**src/rtl/ram_program_loader_if.sv**
```systemverilog
// ---------------------------------------------------------------------------
// ram_program_loader_if
// Bundles the host-side and bus-side signals of the RAM program loader.
//   Host side   : prog_en (level request), byte_valid (async strobe), byte_in
//   Bus side    : bus_out/bus_oe (tri-state driver control), active-low
//                 n_load_addr / n_load_data / n_lr strobes
//   Status side : cpu_hold, addr, checksum, done, overrun
// Modports:
//   slave  - the loader itself (drives bus/status, receives host signals)
//   master - the host / top level (drives host signals, observes the rest)
// ---------------------------------------------------------------------------
interface ram_program_loader_if #(
    parameter int ADDR_W = 4
);
    logic              prog_en;
    logic              byte_valid;
    logic [7:0]        byte_in;
    logic [7:0]        bus_out;
    logic              bus_oe;
    logic              n_load_addr;
    logic              n_load_data;
    logic              n_lr;
    logic              cpu_hold;
    logic [ADDR_W-1:0] addr;
    logic [7:0]        checksum;
    logic              done;
    logic              overrun;

    modport slave (
        input  prog_en, byte_valid, byte_in,
        output bus_out, bus_oe, n_load_addr, n_load_data, n_lr,
        output cpu_hold, addr, checksum, done, overrun
    );

    modport master (
        output prog_en, byte_valid, byte_in,
        input  bus_out, bus_oe, n_load_addr, n_load_data, n_lr,
        input  cpu_hold, addr, checksum, done, overrun
    );
endinterface

```
**src/rtl/ram_program_loader.sv**
```systemverilog
// ---------------------------------------------------------------------------
// ram_program_loader
// Fills the CPU's RAM from dedicated input pins before the CPU runs. Each
// host byte (one rising edge of the asynchronous byte_valid strobe) is
// replayed onto the shared bus as: MAR address load, input-register data
// load, RAM write -- the same order the control block uses. The CPU is held
// in reset while a programming session is in progress.
// Ports:
//   clk  - rising-edge clock
//   rst  - synchronous, active-high reset
//   bus  - ram_program_loader_if.slave: host inputs, bus driver + active-low
//          strobes (ANDed with the control block's strobes at the top level),
//          cpu_hold, next address, running checksum, done, sticky overrun
// DEPTH is expected to equal 2**ADDR_W so the address wraps to 0 after the
// last byte.
// ---------------------------------------------------------------------------
module ram_program_loader #(
    parameter int DEPTH  = 16,
    parameter int ADDR_W = 4
) (
    input  logic                     clk,
    input  logic                     rst,
    ram_program_loader_if.slave      bus
);

    typedef enum logic [2:0] {
        ST_IDLE  = 3'd0,
        ST_WAIT  = 3'd1,
        ST_ADDR  = 3'd2,
        ST_DATA  = 3'd3,
        ST_WRITE = 3'd4,
        ST_NEXT  = 3'd5,
        ST_DONE  = 3'd6
    } state_t;

    state_t            state_r;
    state_t            state_nxt_s;

    logic              sync1_r;
    logic              sync2_r;
    logic              sync3_r;
    logic              edge_s;

    logic [7:0]        byte_r;
    logic [ADDR_W-1:0] addr_r;
    logic [7:0]        checksum_r;
    logic              done_r;
    logic              overrun_r;
    logic              last_s;
    logic              busy_s;

    logic [7:0]        bus_out_r;
    logic              bus_oe_r;
    logic              n_load_addr_r;
    logic              n_load_data_r;
    logic              n_lr_r;
    logic              cpu_hold_r;

    // One clean pulse per host strobe rising edge, after two metastability flops.
    assign edge_s = sync2_r & ~sync3_r;
    assign last_s = (addr_r == ADDR_W'(DEPTH - 1));
    // States in which a new edge cannot be accepted.
    assign busy_s = (state_r == ST_ADDR) || (state_r == ST_DATA) ||
                    (state_r == ST_WRITE) || (state_r == ST_NEXT);

    // Strobe synchroniser and edge-history flops.
    always_ff @(posedge clk) begin
        if (rst) begin
            sync1_r <= 1'b0;
            sync2_r <= 1'b0;
            sync3_r <= 1'b0;
        end else begin
            sync1_r <= bus.byte_valid;
            sync2_r <= sync1_r;
            sync3_r <= sync2_r;
        end
    end

    // FSM state register.
    always_ff @(posedge clk) begin
        if (rst) begin
            state_r <= ST_IDLE;
        end else begin
            state_r <= state_nxt_s;
        end
    end

    // FSM next-state logic; dropping prog_en mid-session aborts straight to IDLE.
    always_comb begin
        state_nxt_s = state_r;
        case (state_r)
            ST_IDLE: begin
                if (bus.prog_en) begin
                    state_nxt_s = ST_WAIT;
                end else begin
                    state_nxt_s = ST_IDLE;
                end
            end
            ST_WAIT: begin
                if (!bus.prog_en) begin
                    state_nxt_s = ST_IDLE;
                end else if (edge_s) begin
                    state_nxt_s = ST_ADDR;
                end else begin
                    state_nxt_s = ST_WAIT;
                end
            end
            ST_ADDR: begin
                if (!bus.prog_en) begin
                    state_nxt_s = ST_IDLE;
                end else begin
                    state_nxt_s = ST_DATA;
                end
            end
            ST_DATA: begin
                if (!bus.prog_en) begin
                    state_nxt_s = ST_IDLE;
                end else begin
                    state_nxt_s = ST_WRITE;
                end
            end
            ST_WRITE: begin
                if (!bus.prog_en) begin
                    state_nxt_s = ST_IDLE;
                end else begin
                    state_nxt_s = ST_NEXT;
                end
            end
            ST_NEXT: begin
                if (!bus.prog_en) begin
                    state_nxt_s = ST_IDLE;
                end else if (last_s) begin
                    state_nxt_s = ST_DONE;
                end else begin
                    state_nxt_s = ST_WAIT;
                end
            end
            ST_DONE: begin
                if (bus.prog_en) begin
                    state_nxt_s = ST_DONE;
                end else begin
                    state_nxt_s = ST_IDLE;
                end
            end
            default: begin
                state_nxt_s = ST_IDLE;
            end
        endcase
    end

    // Bus and strobe outputs, registered from the next state so they change
    // exactly with the state and never glitch; an abort releases them at once.
    always_ff @(posedge clk) begin
        if (rst) begin
            bus_out_r     <= 8'h00;
            bus_oe_r      <= 1'b0;
            n_load_addr_r <= 1'b1;
            n_load_data_r <= 1'b1;
            n_lr_r        <= 1'b1;
            cpu_hold_r    <= 1'b0;
        end else begin
            n_load_addr_r <= (state_nxt_s != ST_ADDR);
            n_load_data_r <= (state_nxt_s != ST_DATA);
            n_lr_r        <= (state_nxt_s != ST_WRITE);
            bus_oe_r      <= (state_nxt_s == ST_ADDR) || (state_nxt_s == ST_DATA);
            cpu_hold_r    <= (state_nxt_s != ST_IDLE) && (state_nxt_s != ST_DONE);
            if (state_nxt_s == ST_ADDR) begin
                bus_out_r <= {{(8 - ADDR_W){1'b0}}, addr_r};
            end else if (state_nxt_s == ST_DATA) begin
                bus_out_r <= byte_r;
            end else begin
                bus_out_r <= 8'h00;
            end
        end
    end

    // Session datapath: byte capture, address/checksum progress, done and overrun.
    always_ff @(posedge clk) begin
        if (rst) begin
            byte_r     <= 8'h00;
            addr_r     <= '0;
            checksum_r <= 8'h00;
            done_r     <= 1'b0;
            overrun_r  <= 1'b0;
        end else begin
            if ((state_r == ST_IDLE) && bus.prog_en) begin
                addr_r     <= '0;
                checksum_r <= 8'h00;
                done_r     <= 1'b0;
                overrun_r  <= 1'b0;
            end
            if ((state_r == ST_WAIT) && bus.prog_en && edge_s) begin
                byte_r <= bus.byte_in;
            end
            // Edges while busy are dropped; only the sticky flag records them.
            if (busy_s && edge_s) begin
                overrun_r <= 1'b1;
            end
            if ((state_r == ST_NEXT) && bus.prog_en) begin
                checksum_r <= checksum_r + byte_r;
                if (last_s) begin
                    addr_r <= '0;
                    done_r <= 1'b1;
                end else begin
                    addr_r <= addr_r + ADDR_W'(1);
                end
            end
        end
    end

    assign bus.bus_out     = bus_out_r;
    assign bus.bus_oe      = bus_oe_r;
    assign bus.n_load_addr = n_load_addr_r;
    assign bus.n_load_data = n_load_data_r;
    assign bus.n_lr        = n_lr_r;
    assign bus.cpu_hold    = cpu_hold_r;
    assign bus.addr        = addr_r;
    assign bus.checksum    = checksum_r;
    assign bus.done        = done_r;
    assign bus.overrun     = overrun_r;

endmodule
```
**src/flat_wrapper.sv**
```systemverilog
// flat-port wrapper written by rule: the top's interface ports become plain ports
module ram_program_loader_flat 
#(
    parameter int DEPTH  = 16,
    parameter int ADDR_W = 4
)
  (clk, rst, bus_prog_en, bus_byte_valid, bus_byte_in, bus_bus_out, bus_bus_oe, bus_n_load_addr, bus_n_load_data, bus_n_lr, bus_cpu_hold, bus_addr, bus_checksum, bus_done, bus_overrun);
  ram_program_loader_if #(.ADDR_W(ADDR_W)) bus_i ();
  input  logic clk;
  input  logic rst;
  input wire logic [$bits(bus_i.prog_en)-1:0] bus_prog_en;
  input wire logic [$bits(bus_i.byte_valid)-1:0] bus_byte_valid;
  input wire logic [$bits(bus_i.byte_in)-1:0] bus_byte_in;
  output wire logic [$bits(bus_i.bus_out)-1:0] bus_bus_out;
  output wire logic [$bits(bus_i.bus_oe)-1:0] bus_bus_oe;
  output wire logic [$bits(bus_i.n_load_addr)-1:0] bus_n_load_addr;
  output wire logic [$bits(bus_i.n_load_data)-1:0] bus_n_load_data;
  output wire logic [$bits(bus_i.n_lr)-1:0] bus_n_lr;
  output wire logic [$bits(bus_i.cpu_hold)-1:0] bus_cpu_hold;
  output wire logic [$bits(bus_i.addr)-1:0] bus_addr;
  output wire logic [$bits(bus_i.checksum)-1:0] bus_checksum;
  output wire logic [$bits(bus_i.done)-1:0] bus_done;
  output wire logic [$bits(bus_i.overrun)-1:0] bus_overrun;
  assign bus_i.prog_en = bus_prog_en;
  assign bus_i.byte_valid = bus_byte_valid;
  assign bus_i.byte_in = bus_byte_in;
  assign bus_bus_out = bus_i.bus_out;
  assign bus_bus_oe = bus_i.bus_oe;
  assign bus_n_load_addr = bus_i.n_load_addr;
  assign bus_n_load_data = bus_i.n_load_data;
  assign bus_n_lr = bus_i.n_lr;
  assign bus_cpu_hold = bus_i.cpu_hold;
  assign bus_addr = bus_i.addr;
  assign bus_checksum = bus_i.checksum;
  assign bus_done = bus_i.done;
  assign bus_overrun = bus_i.overrun;
  ram_program_loader #(.DEPTH(DEPTH), .ADDR_W(ADDR_W)) u_core (.clk(clk), .rst(rst), .bus(bus_i));
endmodule
```
**config.mk**
```make
export PLATFORM = sky130hd
export DESIGN_NAME = ram_program_loader_flat
export DESIGN_NICKNAME = d
export VERILOG_FILES = /design/src/rtl/ram_program_loader_if.sv /design/src/rtl/ram_program_loader.sv /design/src/flat_wrapper.sv
export SDC_FILE = /design/constraint.sdc
export NUM_CORES = 1
export LEC_CHECK = 0
export CORE_MARGIN = 1
export CORE_UTILIZATION = 45
export DETAILED_ROUTE_END_ITERATION = 7
export HOLD_SLACK_MARGIN = 0.15
export PLACE_DENSITY = 0.72
export SYNTH_ARGS = -nofsm -noshare
export SYNTH_HDL_FRONTEND = slang
export SYNTH_SLANG_ARGS = --single-unit
```
**constraint.sdc**
```tcl
create_clock -name clk -period 4.2 [get_ports clk]
set_clock_uncertainty 0.2 [all_clocks]
set_input_delay 0.84 -clock clk [delete_from_list [all_inputs] [get_ports clk]]
set_output_delay 0.84 -clock clk [all_outputs]
set_load 0.02 [all_outputs]
```
---- Word-level counts from Yosys, hierarchy flattened ----
Index checks and enable logic that the tools add are counted.
operators by class
  add/subtract/negate cells ............... 2
  equal/unequal tests ..................... 13
  muxes and demuxes ....................... 22
  bitwise gates (word level) .............. 3
  reduce and logical (&&, ||, !) cells .... 15
operators by type and width
  cell                 number
  $pmux 3 s7           1
  $mux 4               5
  $mux 3               6
  $mux 8               2
  $eq 3x2->1 const B   4
  $eq 3x3->1 const B   3
  $add 8x8->8          1
  $logic_and 1x1->1    6
  $mux 1               6
  $ne 3x2->1 const B   2
  $ne 3x3->1 const B   2
  $add 4x1->4 const B  1
  $eq 4x4->1 const B   1
  $logic_or 1x1->1     4
  $mux 2               2
  $reduce_bool 2->1    2
  $eq 3x1->1 const B   1
  $logic_not 3->1      1
  $reduce_bool 3->1    1
  $reduce_or 3->1      1
  $not 1->1            2
  $and 1x1->1          1
word-level totals
  flip-flop bits (word level) ............. 41
  bits of input ports ..................... 12
  output and inout bits ................... 27
  logic and storage cells ................. 71

---- Longest topological paths before layout ----
Gate-level depths: netlist (run 1).
  depth in word-level cells ............... 8
  depth in mapped cells ................... 7

---- Worst setup path after synthesis (run 1) ----
OpenSTA, ideal clock, no wires.
  kind .................................... register to register
  start point ............................. reg u_core.checksum_r[0] (netlist: u_core.bus.checksum[0])
  end point ............................... reg u_core.checksum_r[6] (netlist: u_core.bus.checksum[6])
  arrival ................................. 1791 ps
  required time ........................... 3878 ps
  path slack .............................. 2087 ps
  stages on the path, launching flop included .. 8
  cell sequence ........................... dfxtp_1 ha_1 fa_1 a211oi_1 o21bai_1 a21oi_1 nor4_1 a221o_1
between the ends
  cells in the longest elaborated chain, start to end .. 2
ends and longest elaborated chain
  item                    line                       RTL
  start, declared         ram_program_loader.sv:46   logic [7:0] checksum_r;
  start signal, assigned  ram_program_loader.sv:200  checksum_r <= checksum_r + byte_r;
  $add 8x8->8             ram_program_loader.sv:200
  $mux 8                  ram_program_loader.sv:199  if ((state_r == ST_NEXT) && bus.prog_en) begin
No other way between the ends.
A chain may end at the register's enable or synchronous reset.

---- Worst setup path after layout (run 1) ----
  start point ............................. in bus_prog_en
  end point ............................... reg u_core.checksum_r[6] (netlist: u_core.bus.checksum[6])
between the ends
  cells in the longest elaborated chain, start to end .. 2
ends and longest elaborated chain
  item                                         line                                                  RTL
  start, declared                              flat_wrapper.sv:11                                    input wire logic [$bits(bus_i.prog_en)-1:0] bus_prog_en;
  $logic_and 1x1->1, on equally long branches  ram_program_loader.sv:199, ram_program_loader.sv:186
  $mux 8 or $reduce_bool 2->1 (tied branches)  -
Parallel ways exist; a longest one is shown, timed or not.

==> results of run 1 <==
-- per-layer routing --
metal  vias to the layer above  routed length (um)  track usage
li1                        722                   -            -
met1                       689                1650        0.238
met2                        32                1880        0.329
met3                         7                 163       0.0556
met4                         0                  74       0.0815
met5                         -                   0            0
-- worst max-delay path by stage --
stage                            from                endpoint  slack, ns  cells past startpoint
5_1_grt                   bus_prog_en  u_core.bus.checksum[6]       1.65                      5
4_1_cts                   bus_prog_en  u_core.bus.checksum[6]       1.69                      5
2_1_floorplan  u_core.bus.checksum[0]  u_core.bus.checksum[6]       2.09                      7
3_5_place_dp              bus_prog_en  u_core.bus.checksum[6]       1.39                      5
3_3_place_gp              bus_prog_en  u_core.bus.checksum[6]       1.47                      5
6_report                  bus_prog_en  u_core.bus.checksum[6]       1.68                      5
-- flip-flops by register name, indices dropped and copies added (netlist names) --
name                    flops
u_core.sync3_r              1
u_core.bus.overrun          1
u_core.sync1_r              1
u_core.sync2_r              1
u_core.bus.addr             4
u_core.bus.n_load_addr      1
u_core.bus.bus_oe           1
u_core.bus.n_load_data      1
u_core.bus.n_lr             1
u_core.bus.cpu_hold         1
u_core.bus.bus_out          8
u_core.bus.done             1
u_core.bus.checksum         8
u_core.state_r              3
u_core.byte_r               8
-- cell families after synthesis --
logic type      count (synthesis)  share of synthesized area
mux                            12                     0.0664
compound gates                 40                      0.162
simple gates                   67                      0.197
flops                          41                      0.454
fa+ha+maj                       9                     0.0664
buf+inv                        11                     0.0304
xor+xnor                        5                     0.0242
-- cell type report --
cell class,instances,share of cell area
Clock buffer,7,0.0417
Clock inverter,1,0.00217
Inverter,2,0.00325
Multi-Input combinational cell,133,0.404
Sequential cell,41,0.355
Tap cell,48,0.0260
Timing Repair Buffer,39,0.168
-- metrics by stage --
step	hold WS, ns	setup slack, ns	utilization
finish	0.250	1.68	0.617
global route	0.280	1.65	0.617
CTS	0.252	1.69	0.617
detailed placement	0.236	1.39	0.590
global placement	0.220	1.47	0.590
floorplan	0.214	2.09	-
-- synth_stat cells, types with 5 or more instances --
library cell,number,area share
dfxtp_1,41,0.45
a21o_1,6,0.025
a21oi_1,11,0.030
ha_1,8,0.055
buf_2,5,0.014
mux2i_1,12,0.066
nor2_1,27,0.056
nand2b_1,5,0.017
nor2b_1,6,0.021
-- where the power goes --
| group | internal, mW | switching [mW] | total (mW) |
|---|---|---|---|
| Sequential | 0.391 | 0.00259 | 0.394 |
| Clock | 0.148 | 0.126 | 0.274 |
| Combinational | 0.0183 | 0.0182 | 0.0365 |
==> results.md, run 1 <==
* Port Buf Inserts at 38
* CTS Buffer Depth at 2
* Design area at 2310 um2
* Total power at 0.704 mW
* Most frequent cells in the layout: 41 x dfxtp_1, 38 x clkdlybuf4s50_1, 27 x nor2_1
* Pre-antenna DRT Iters at 4
* Synth Instances at 185
* Final non-filler cell total at 271
* Worst Setup End Kind: register
* Die area at 4280 um2
* Wirelength, routed at 3.77 mm
* Worst skew pair latency at 0.29 ns
* First-pass GRT wire length at 6.33 mm
* Final Hold Vio Count at 0
* Fin crit period at 2.52 ns
* Synth unique cells at 44
* Setup violators final at 0
* Register area at 821 um2
* H-tree depth at 2
* DP Area at 2210 um2
* Max-slew violations at 0
* Max_slew headroom at 0.607
* Vias in the first global route at 1401
* Critical path's top delay family: simple AND/OR/NAND/NOR gates
* PD cells at 305 nW/um2
* Hold crit path type: reg -> reg
* Crit-path max FO at 12
* Cts repair resizes at 0
* Syn Area/Cell at 9.77 um2
* Setup Crit Path Kind: in -> reg
* Antenna viol nets, final at 0
* Via count at 1450
* Synthesized flop and latch total at 41
* Multi-input gate area at 932 um2
* CTS tree: yes
* Post-CTS Setup Inserts at 0
* Placeable core area at 3740 um2
* Max frequency at 396 MHz
* Post-DP HPWL at 2.76 mm
* Reg2reg setup slack at 2.00 ns
* Largest net degree at the start of global routing at 32
* Ratio of final minimum period to clock period at 0.601
* Register area share after synthesis at 0.454
* Area Overhead vs Synth at 27.8%
* Layout Nets at 243
* Max incr delay on CP at 0.61 ns
* Clock slew at reported path FFs at 0.08 ns
* Worst min-delay path startpoint: u_core.sync1_r
* Setup_tns at 0 ns
* Vert. Die Dim at 65.4 um
* Post-Syn Area at 1810 um2
* Reg2reg path depth at 7
* Hold_buf cts at 0
* Slowest stage cell, crit path: clkdlybuf4s50_1
* First DRT Iteration DRCs at 71
* Hold Path Sink: u_core.sync2_r
* Sum of buffers and inverters on the critical path at 1
* TritonCTS Sinks at 41
* Post-synth net total at 206
* Worst flop-to-flop path startpoint: u_core.byte_r[0]
* Grt total ovfl at 0
* Static Leak at 0.995 nW
* Maximum VDD drop at 0.200 mV
* # fillers at 333
* Critical-path cell list: clkdlybuf4s50_1 > nand2b_1 > or3_1 > and2_4 > a221o_1
* Status: finished, final reports clean
* EDFF count, synth at 0
* TritonCTS Buffers at 5
* Post-placement cell count at 263
* Initial antenna violation count at 0
* Yosys warns at 0
* Diodes inserted at 0
* Initial Utilization at 0.483
* Vias/cell at 5.35
* Wire per inst at 13.9 um
* Final GP Congestion at 0.824
* Rows at 22
* Async SR Flop Fraction at 0
* RSZ-0062 raised after global routing: false
* Slew @ Worst Pin at 0.589 ns
* Die width at 65.4 um
* Arrival @ worst endpoint at 2.50 ns
* Layout cells sized above 1 at 0.0897
* Max-capacitance violation count at 0
* GRT Util Overall at 0.198
* Residual DRC at 0
* I/O pins at 39
* Critical path startpoint category: input pin
* Main synth FF type: dfxtp_1
* Worst hold path depth at 1
* Clock Tree Root: clkbuf_8
* CP required at 4.18 ns
* R2R Path End: u_core.bus.checksum[6]
* Most common cell after layout, fill and taps aside: dfxtp_1
(Power assumes the default switching activity.)
==> run 2, diff against run 1 <==
--- a/config.mk
+++ b/config.mk
@@ -9,7 +9,7 @@
 export CORE_UTILIZATION = 45
 export DETAILED_ROUTE_END_ITERATION = 7
 export HOLD_SLACK_MARGIN = 0.15
-export PLACE_DENSITY = 0.72
+export PLACE_DENSITY = 0.75
 export SYNTH_ARGS = -nofsm -noshare
 export SYNTH_HDL_FRONTEND = slang
 export SYNTH_SLANG_ARGS = --single-unit
==> constraint.sdc (replaced) <==
create_clock -name clk -period 2.15 [get_ports clk]
set_clock_uncertainty 0.2 [all_clocks]
set_input_delay 0.43 -clock clk [delete_from_list [all_inputs] [get_ports clk]]
set_output_delay 0.43 -clock clk [all_outputs]
set_load 0.02 [all_outputs]
==> run 2 against run 1 <==
  * Setup slack worse by 1.5 ns
  * Routed wire length is 6.8% lower
  * Final area is 3.6% higher
  * Via count is 0.83% lower
  * Sequential cell count stayed put
  * First-iteration DRC count is 27% lower
  * Total power is 90% higher
  * Sequential power is 95% higher
  * Critical endpoint unchanged
==> results.md, run 2 (synthesis results as in run 1) <==
* Ratio of final minimum period to clock period at 0.938
* TritonCTS Sinks at 41 (unchanged)
* Initial antenna violation count at 0 (unchanged)
* Cts repair resizes at 0 (unchanged)
* RSZ-0062 raised after global routing: false (unchanged)
* Total power at 1.34 mW (was 0.704 mW)
* Post-CTS Setup Inserts at 0 (unchanged)
* Hold_buf cts at 0 (unchanged)
* Max-slew violations at 0 (unchanged)
* First-pass GRT wire length at 5.90 mm (was 6.33 mm)
* Max incr delay on CP at 0.41 ns (was 0.61 ns)
* Worst flop-to-flop path startpoint: u_core.bus.checksum[0] (was u_core.byte_r[0])
* Residual DRC at 0 (unchanged)
* Utilization after layout at 0.639 (was 0.617)
* Fin crit period at 2.02 ns
* Initial Utilization at 0.483 (unchanged)
* CTS tree: yes (unchanged)
* Final Hold Vio Count at 0 (unchanged)
* Setup Crit Path Kind: reg -> reg (was in -> reg)
* Wire per inst at 12.4 um (was 13.9 um)
* Slew @ Worst Pin at 0.399 ns (was 0.589 ns)
* Clock Tree Root: clkbuf_8 (unchanged)
* Setup violators final at 0 (unchanged)
* Vert. Die Dim at 65.4 um (unchanged)
* DP Area at 2300 um2 (was 2210 um2)
* Critical-path cell list: ha_1 > fa_1 > a211oi_2 > o21bai_1 > a21oi_2 > nor4_1 > a221o_1 (was clkdlybuf4s50_1 > nand2b_1 > or3_1 > and2_4 > a221o_1)
* Layout Nets at 255 (was 243)
* Slowest stage cell, crit path: fa_1 (was clkdlybuf4s50_1)
* Die area at 4280 um2 (unchanged)
* Die width at 65.4 um (unchanged)
* GRT Util Overall at 0.188 (was 0.198)
* Maximum VDD drop at 0.415 mV (was 0.200 mV)
* Rows at 22 (unchanged)
* Arrival @ worst endpoint at 2.01 ns (was 2.50 ns)
* Hold Path Sink: u_core.sync2_r (unchanged)
* Crit-path max FO at 3 (was 12)
* I/O pins at 39 (unchanged)
* H-tree depth at 2 (unchanged)
* Min setup slack post-route at 0.132 ns (was 1.68 ns)
* Static Leak at 1.05 nW (was 0.995 nW)
* Status: finished, final reports clean (unchanged)
* Critical path depth at 7 (was 5)
* Worst min-delay path startpoint: u_core.sync1_r (unchanged)
* Antenna viol nets, final at 0 (unchanged)
* Layout cells sized above 1 at 0.145 (was 0.0897)
* Most frequent cells in the layout: 41 x dfxtp_1, 38 x clkdlybuf4s50_1, 27 x nor2_1 (unchanged)
* Final GP Congestion at 0.866 (was 0.824)
* Port Buf Inserts at 38 (unchanged)
* TritonCTS Buffers at 5 (unchanged)
* Max frequency at 496 MHz
* # fillers at 332 (was 333)
* Reg2reg path depth at 7 (unchanged)
* Vias/cell at 5.08 (was 5.35)
* CTS Buffer Depth at 2 (unchanged)
* Wirelength, routed at 3.51 mm (was 3.77 mm)
* Critical path startpoint category: register (was input pin)
* Most common cell after layout, fill and taps aside: dfxtp_1 (unchanged)
* Worst hold path depth at 1 (unchanged)
* Worst Setup End Kind: register (unchanged)
* Clock slew at reported path FFs at 0.08 ns (about the same)
* Hold crit path type: reg -> reg (unchanged)
* Pre-antenna DRT Iters at 4 (unchanged)
* Reg2reg setup slack at 0.13 ns (was 2.00 ns)
* First DRT Iteration DRCs at 52 (was 71)
* Diodes inserted at 0 (unchanged)
* Sum of buffers and inverters on the critical path at 0 (was 1)
* Design area at 2390 um2 (was 2310 um2)
* Post-DP HPWL at 2.61 mm (was 2.76 mm)
* Critical path's top delay family: compound AO/OA/AOI/OAI gates (was simple AND/OR/NAND/NOR gates)
* Placeable core area at 3740 um2 (unchanged)
* PD cells at 558 nW/um2 (was 305 nW/um2)
* Hold slack at 0.250 ns (about the same)
* Grt total ovfl at 0 (unchanged)
* R2R Path End: u_core.bus.checksum[6] (unchanged)
* Post-placement cell count at 275 (was 263)
* Max_slew headroom at 0.734 (was 0.607)
* Via count at 1438 (was 1450)
* Setup_tns at 0 ns (unchanged)
* Max-capacitance violation count at 0 (unchanged)
* Largest net degree at the start of global routing at 17 (was 32)
* Worst skew pair latency at 0.30 ns (was 0.29 ns)
* Area Overhead vs Synth at 32.4% (was 27.8%)
* Vias in the first global route at 1300 (was 1401)
* Setup slack at placement at -0.0255 ns (was 1.39 ns)
* Final non-filler cell total at 283 (was 271)
* CP required at 2.14 ns (was 4.18 ns)
run 2: metal layers:
layer	up-vias	GRT usage	wire length, um
met5	-	0	0
met1	654	0.244	1760
met2	31	0.282	1490
met3	5	0.0521	177
met4	0	0.0978	82
li1	748	-	-
run 2: power by group:
part / leakage (nW) / internal (mW) / switching [mW]
clock network: 0.0439 / 0.224 / 0.267
registers: 0.331 / 0.764 / 0.00482
logic: 0.670 / 0.0403 / 0.0356
run 2: cell type report:
cell class                      instances  area [um2]  area share
Sequential cell                        41         821       0.343
Clock buffer                            5        68.8      0.0288
Multi-Input combinational cell        133         941       0.393
Tap cell                               48        60.1      0.0251
Clock inverter                          3        17.5     0.00732
Timing Repair Buffer                   51         478       0.200
Inverter                                2        7.51     0.00314
run 2: worst max-delay path by stage:
stage	start	endpoint	slack [ns]
final	u_core.bus.checksum[0]	u_core.bus.checksum[6]	0.13
after global routing	u_core.bus.checksum[2]	u_core.bus.checksum[7]	0.03
after CTS	u_core.bus.checksum[0]	u_core.bus.checksum[6]	0.06
after detailed placement	bus_prog_en	u_core.bus.checksum[6]	-0.03
after global placement	bus_prog_en	u_core.bus.checksum[6]	-0.02
after floorplan	u_core.bus.checksum[0]	u_core.bus.checksum[6]	0.04
==> run 3, diff against run 2 <==
--- a/config.mk
+++ b/config.mk
@@ -7,9 +7,11 @@
 export LEC_CHECK = 0
 export CORE_MARGIN = 1
 export CORE_UTILIZATION = 45
+export CTS_BUF_LIST = sky130_fd_sc_hd__clkbuf_4 sky130_fd_sc_hd__clkbuf_8 sky130_fd_sc_hd__clkbuf_16
 export DETAILED_ROUTE_END_ITERATION = 7
 export HOLD_SLACK_MARGIN = 0.15
 export PLACE_DENSITY = 0.75
+export SETUP_SLACK_MARGIN = 0.5
 export SYNTH_ARGS = -nofsm -noshare
 export SYNTH_HDL_FRONTEND = slang
 export SYNTH_SLANG_ARGS = --single-unit
==> run 3 against run 2 <==
  * Critical path depth did not move
  * Maximum frequency fell by 0.35%
  * Routed wire length rose by 24%
  * Final cell count rose by 2.8%
  * Die area did not move
  * Setup slack got worse by 0.0072 ns
  * Combinational power rose by 28%
  * Global-route usage rose by 3.3 points
  * Largest cell class unchanged
==> results.md, run 3 (synthesis results as in run 1) <==
* Worst skew pair latency at 0.29 ns (was 0.30 ns)
* Die area at 4280 um2 (unchanged)
* H-tree depth at 2 (unchanged)
* CTS Buffer Depth at 2 (unchanged)
* Vert. Die Dim at 65.4 um (unchanged)
* Max_slew headroom at 0.794 (was 0.734)
* Design area at 2620 um2 (was 2390 um2)
* Min setup slack post-route at 0.125 ns (was 0.132 ns)
* Pre-antenna DRT Iters at 4 (unchanged)
* Worst Setup End Kind: register (unchanged)
* Slew @ Worst Pin at 0.307 ns (was 0.399 ns)
* Hold_buf cts at 0 (unchanged)
* Worst setup path startpoint: u_core.bus.checksum[0] (unchanged)
* Max frequency at 494 MHz (was 496 MHz)
* Final GP Congestion at 0.814 (was 0.866)
* Residual DRC at 0 (unchanged)
* Final Hold Vio Count at 0 (unchanged)
* First-pass GRT wire length at 7.11 mm (was 5.90 mm)
* Wire per inst at 15.0 um (was 12.4 um)
* WL met3 at 168 um (was 177 um)
* Setup slack at placement at -0.0118 ns (was -0.0255 ns)
* Final non-filler cell total at 291 (was 283)
* Max-capacitance violation count at 0 (unchanged)
* Top Layer Used: met4 (unchanged)
* Port Buf Inserts at 38 (unchanged)
* Clock slew at reported path FFs at 0.08 ns (about the same)
* Setup_tns at 0 ns (unchanged)
* Post-placement cell count at 270 (was 275)
* Worst hold path depth at 1 (unchanged)
* Max incr delay on CP at 0.36 ns (was 0.41 ns)
* Initial Utilization at 0.483 (unchanged)
* I/O pins at 39 (unchanged)
* Wirelength, routed at 4.37 mm (was 3.51 mm)
* Largest net degree at the start of global routing at 31 (was 17)
* Ratio of final minimum period to clock period at 0.942 (was 0.938)
* Placeable core area at 3740 um2 (unchanged)
* Die width at 65.4 um (unchanged)
* Via count at 1537 (was 1438)
* Fin crit period at 2.02 ns (about the same)
* Vias/cell at 5.28 (was 5.08)
* Hold crit path type: reg -> reg (unchanged)
* Max-slew violations at 0 (unchanged)
* Worst min-delay path startpoint: u_core.sync1_r (unchanged)
* Maximum VDD drop at 0.319 mV (was 0.415 mV)
* Worst flop-to-flop path startpoint: u_core.bus.checksum[0] (unchanged)
* TritonCTS Sinks at 41 (unchanged)
* Slowest stage cell, crit path: dfxtp_4 (was fa_1)
* PD cells at 528 nW/um2 (was 558 nW/um2)
* Clock Tree Root: clkbuf_8 (unchanged)
* Layout cells sized above 1 at 0.329 (was 0.145)
* Diodes inserted at 0 (unchanged)
* Utilization after layout at 0.699 (was 0.639)
* Reg2reg path depth at 7 (unchanged)
* Initial antenna violation count at 0 (unchanged)
* Arrival @ worst endpoint at 2.00 ns (was 2.01 ns)
* Critical path startpoint category: register (unchanged)
* Met2 wire len at 2.18 mm (was 1.49 mm)
* Most common cell after layout, fill and taps aside: nor2_1 (was dfxtp_1)
* Grt total ovfl at 0 (unchanged)
* Status: finished, final reports clean (unchanged)
* Wl on met1 at 1.95 mm (was 1.76 mm)
* Setup Crit Path Kind: reg -> reg (unchanged)
* Antenna viol nets, final at 0 (unchanged)
* Most frequent cells in the layout: 27 x nor2_1, 24 x dfxtp_1, 19 x dlygate4sd2_1 (was 41 x dfxtp_1, 38 x clkdlybuf4s50_1, 27 x nor2_1)
* Crit-path max FO at 2 (was 3)
* Layout Nets at 263 (was 255)
* RSZ-0062 raised after global routing: true (was false)
* Rows at 22 (unchanged)
* # fillers at 285 (was 332)
* GRT Util Overall at 0.221 (was 0.188)
* Vias in the first global route at 1502 (was 1300)
* DP Area at 2390 um2 (was 2300 um2)
* CP required at 2.12 ns (was 2.14 ns)
* Static Leak at 1.18 nW (was 1.05 nW)
* Setup violators final at 0 (unchanged)
* First DRT Iteration DRCs at 95 (was 52)
* Post-DP HPWL at 2.87 mm (was 2.61 mm)
* CTS tree: yes (unchanged)
* TritonCTS Buffers at 5 (unchanged)
* Critical-path cell list: ha_4 > fa_2 > a211oi_2 > o21bai_1 > a21oi_1 > nor4_1 > a221o_1 (was ha_1 > fa_1 > a211oi_2 > o21bai_1 > a21oi_2 > nor4_1 > a221o_1)
* Area Overhead vs Synth at 44.6% (was 32.4%)
run 3: cell count changes in the layout (fill, tap and decap cells not counted), sizes merged:
cell / previous run / this run
clkdlybuf4s15: 0 / 5
buf: 13 / 20
clkdlybuf4s50: 38 / 10
clkinv: 2 / 0
dlygate4sd2: 0 / 19
and2: 5 / 6
clkinvlp: 1 / 0
clkbuf: 5 / 12
run 3: through the flow:
step	power (mW)	hold WS, ns
global route	1.43	0.260
CTS	1.37	0.248
global placement	0.860	0.220
finish	1.38	0.241
detailed placement	0.862	0.232
floorplan	0.822	0.214
run 3: worst max-delay path: cells and delay by family, from the launching register on:
family                   cells  cell delay [ns]
adder cells (fa/ha/maj)      2             0.52
AO/OA/AOI/OAI                4             0.76
flip-flops                   1             0.36
AND/OR/NAND/NOR              1             0.07
run 3: area by class of cell:
class	count	area, um2	area share
Tap cell	48	60.1	0.0230
Multi-Input combinational cell	134	1090	0.415
Sequential cell	41	855	0.327
Timing Repair Buffer	58	515	0.197
Clock buffer	8	91.3	0.0349
Inverter	2	7.51	0.00287
run 3: path summary, 6_finish.rpt:
kind                                  to  slack, ns
hold / removal            u_core.sync2_r       0.24
setup reg to reg  u_core.bus.checksum[6]       0.13
hold reg to reg           u_core.sync2_r       0.24
setup / recovery  u_core.bus.checksum[6]       0.13
run 3: timing repair:
item | in CTS | in global routing
endpoints found under the setup margin | 58 | 29
pin swaps | 8 | 3
endpoints found under the hold margin | 0 | 0
gates resized for setup | 45 | 18
buffers inserted | 8 | 4
gates cloned | 1 | 0
run 3: power breakdown:
part           switching, mW  internal (mW)  total, mW
registers            0.00530          0.758      0.764
clock network          0.251          0.269      0.519
logic                 0.0443         0.0530     0.0973
total                  0.300           1.08       1.38
run 3: metal layers:
metal | vias to the layer above | global-route usage
met3 | 8 | 0.0417
li1 | 761 | -
met1 | 724 | 0.267
met2 | 44 | 0.389
met5 | - | 0
met4 | 0 | 0.0734
==> RTL change (config.mk and constraints of run 3) <==
`DEPTH` is set to 16 in 2 places; all go to 8.
--- a/src/rtl/ram_program_loader.sv
+++ b/src/rtl/ram_program_loader.sv
@@ -15,7 +15,7 @@
 // last byte.
 // ---------------------------------------------------------------------------
 module ram_program_loader #(
-    parameter int DEPTH  = 16,
+    parameter int DEPTH  = 8,
     parameter int ADDR_W = 4
 ) (
     input  logic                     clk,
--- a/src/flat_wrapper.sv
+++ b/src/flat_wrapper.sv
@@ -1,7 +1,7 @@
 // flat-port wrapper written by rule: the top's interface ports become plain ports
 module ram_program_loader_flat 
 #(
-    parameter int DEPTH  = 16,
+    parameter int DEPTH  = 8,
     parameter int ADDR_W = 4
 )
   (clk, rst, bus_prog_en, bus_byte_valid, bus_byte_in, bus_bus_out, bus_bus_oe, bus_n_load_addr, bus_n_load_data, bus_n_lr, bus_cpu_hold, bus_addr, bus_checksum, bus_done, bus_overrun);
Behaviour: same outputs for any inputs over 10 cycles, from zero or initial values and one cycle with rst high; that may be too few to reach the edited logic, so the function may still have changed.
==> RTL change against run 3 <==
Hold slack lost 0.0025 ns. Die area grew 1.0%. Design area is 2.4% higher. Synthesized area rose by 1.0%. Worst setup slack improved by 0.11 ns. Sequential cell count stayed put. Synthesized cell count grew 1.1%. Wire length is 6.3% higher. Power decreased by 1.8%.
==> RTL change: results (changes against run 3) <==
| Parameter | Reported | Change |
| --- | --- | --- |
| Run status | completed | unchanged |
| Estimated wirelength of the detail-placed design | 2920 microns | was 2870 microns |
| Share of flip-flops with an asynchronous set or reset | 0 | unchanged |
| Met3 WL post-DR | 150 microns | was 168 microns |
| Commonest cells post-synth | 41 x dfxtp_1, 29 x nor2_1, 12 x mux2i_1 | was 41 x dfxtp_1, 27 x nor2_1, 12 x mux2i_1 |
| Number of optimization iterations in the first detailed-route pass | 4 | unchanged |
| Met1 layer wirelength in the final routing | 2080 microns | was 1950 microns |
| Clock buffer count from CTS | 5 | unchanged |
| First-pass GRT wire length | 7300 microns | was 7110 microns |
| Sequential fraction of the synthesis area | 0.449 | was 0.454 |
| Clock transition at the registers of the reported paths | 0.07 ns |  |
| Synthesized instance count | 187 | was 185 |
| Number of distinct standard cells referenced by the synthesized netlist | 49 | was 44 |
| Total Nets Final | 273 | was 263 |
| Path length in cells of the critical path | 6 | was 7 |
| Vias in the first global route | 1,525 | was 1,502 |
| Maximum number of pins on one net before global-route repair | 18 | was 31 |
| DR top layer | met4 | unchanged |
| Static Leak | 0.00123 uW | was 0.00118 uW |
| Classification of the worst-slack hold path | reg2reg | unchanged |
| Max stage delay on crit path | 0.40 ns | was 0.36 ns |
| Tightest Pin Transition | 0.386 ns | was 0.307 ns |
| GRT Resource Usage Total | 0.227 | was 0.221 |
| Number of vias per cell | 5.24 | was 5.28 |
| Total Wirelength | 4650 microns | was 4370 microns |
| Final antenna diode count | 0 | unchanged |
| Gp weighted congestion | 0.948 | was 0.814 |
| Cell type group with the largest total delay on the critical path | compound AO/OA/AOI/OAI gates | unchanged |
| Placed Instance Area | 2350 sq um | was 2390 sq um |
| Leading register cell type out of synthesis | dfxtp_1 | unchanged |
| Post-Synthesis Net Count | 208 | was 206 |
| Ratio of cells with drive above 1 in the final layout | 0.372 | was 0.329 |
| Initial antenna violation count | 0 | unchanged |
| Cell at the root of the clock tree | clkbuf_8 | unchanged |
| Pre-CTS setup slack | -0.00629 ns | was -0.0118 ns |
| Yosys Warn Count | 0 | unchanged |
| Total via count after detailed routing | 1,577 | was 1,537 |
| CP max-delay cell | or3_1 | was dfxtp_4 |
| Buffers on Ports | 38 | unchanged |
| Violation count after the first detailed-route iteration | 56 | was 95 |
| Maximum VDD drop | 397 uV | was 319 uV |
| Hold Path Cell Cnt | 1 | unchanged |
| Htree depth | 2 | unchanged |
| Routed length on met2 | 2350 microns | was 2180 microns |
| Endpoint arrival time on the critical path | 1.94 ns | was 2.00 ns |
| Clock latency reported for the late side of the worst-skew pair | 0.30 ns |  |
| Largest fanout of any net on the critical path | 4 | was 2 |
| Clock Tree Buf Depth | 2 | unchanged |
| Cell types with the largest area share after synthesis | dfxtp_1 45%, mux2i_1 6.6%, nor2_1 6.0% | was dfxtp_1 45%, mux2i_1 6.6%, nor2_1 5.6% |
## RTL change: where the power goes
part | switching (uW) | total, uW | internal (uW) | leakage [uW]
clock network | 260 | 498 | 238 | 0.0000484
registers | 5.36 | 761 | 756 | 0.000342
logic | 44.3 | 96.6 | 52.3 | 0.000837
## RTL change: metal layers
layer / up-vias / GRT usage
li1: 788 / -
met1: 753 / 0.274
met2: 29 / 0.386
met3: 7 / 0.0451
met4: 0 / 0.0978
met5: - / 0
## RTL change: cells by family (layout without fill, tap and decap cells)
| logic type | after synthesis | in the layout | synth area share |
|---|---|---|---|
| compound gates | 40 | 40 | 0.155 |
| xor+xnor | 4 | 4 | 0.0192 |
| fa+ha+maj | 9 | 9 | 0.0658 |
| buf+inv | 11 | 76 | 0.0377 |
| flops | 41 | 41 | 0.449 |
| mux | 12 | 12 | 0.0658 |
| simple gates | 70 | 71 | 0.208 |
## RTL change: timing repair
action	in CTS	in global routing
resized for setup	57	22
hold endpoints to repair	0	0
pin swaps	11	5
setup buffers	14	7
endpoints found under the setup margin	56	33
cloned	1	0
## RTL change: area by class of cell
type,count,area [sq um]
Timing Repair Buffer,66,563
Clock buffer,6,76.3
Inverter,2,7.51
Multi-Input combinational cell,136,1100
Tap cell,48,60.1
Sequential cell,41,860
Clock inverter,2,10.0
Fill cell,261,1090
## RTL change: final timing paths
| path | slack, ns | from | endpoint |
|---|---|---|---|
| max | 0.23 | u_core.byte_r[3] | u_core.bus.checksum[7] |
| min | 0.24 | u_core.sync1_r | u_core.sync2_r |
| max reg2reg | 0.23 | u_core.byte_r[3] | u_core.bus.checksum[7] |
| min reg2reg | 0.24 | u_core.sync1_r | u_core.sync2_r |
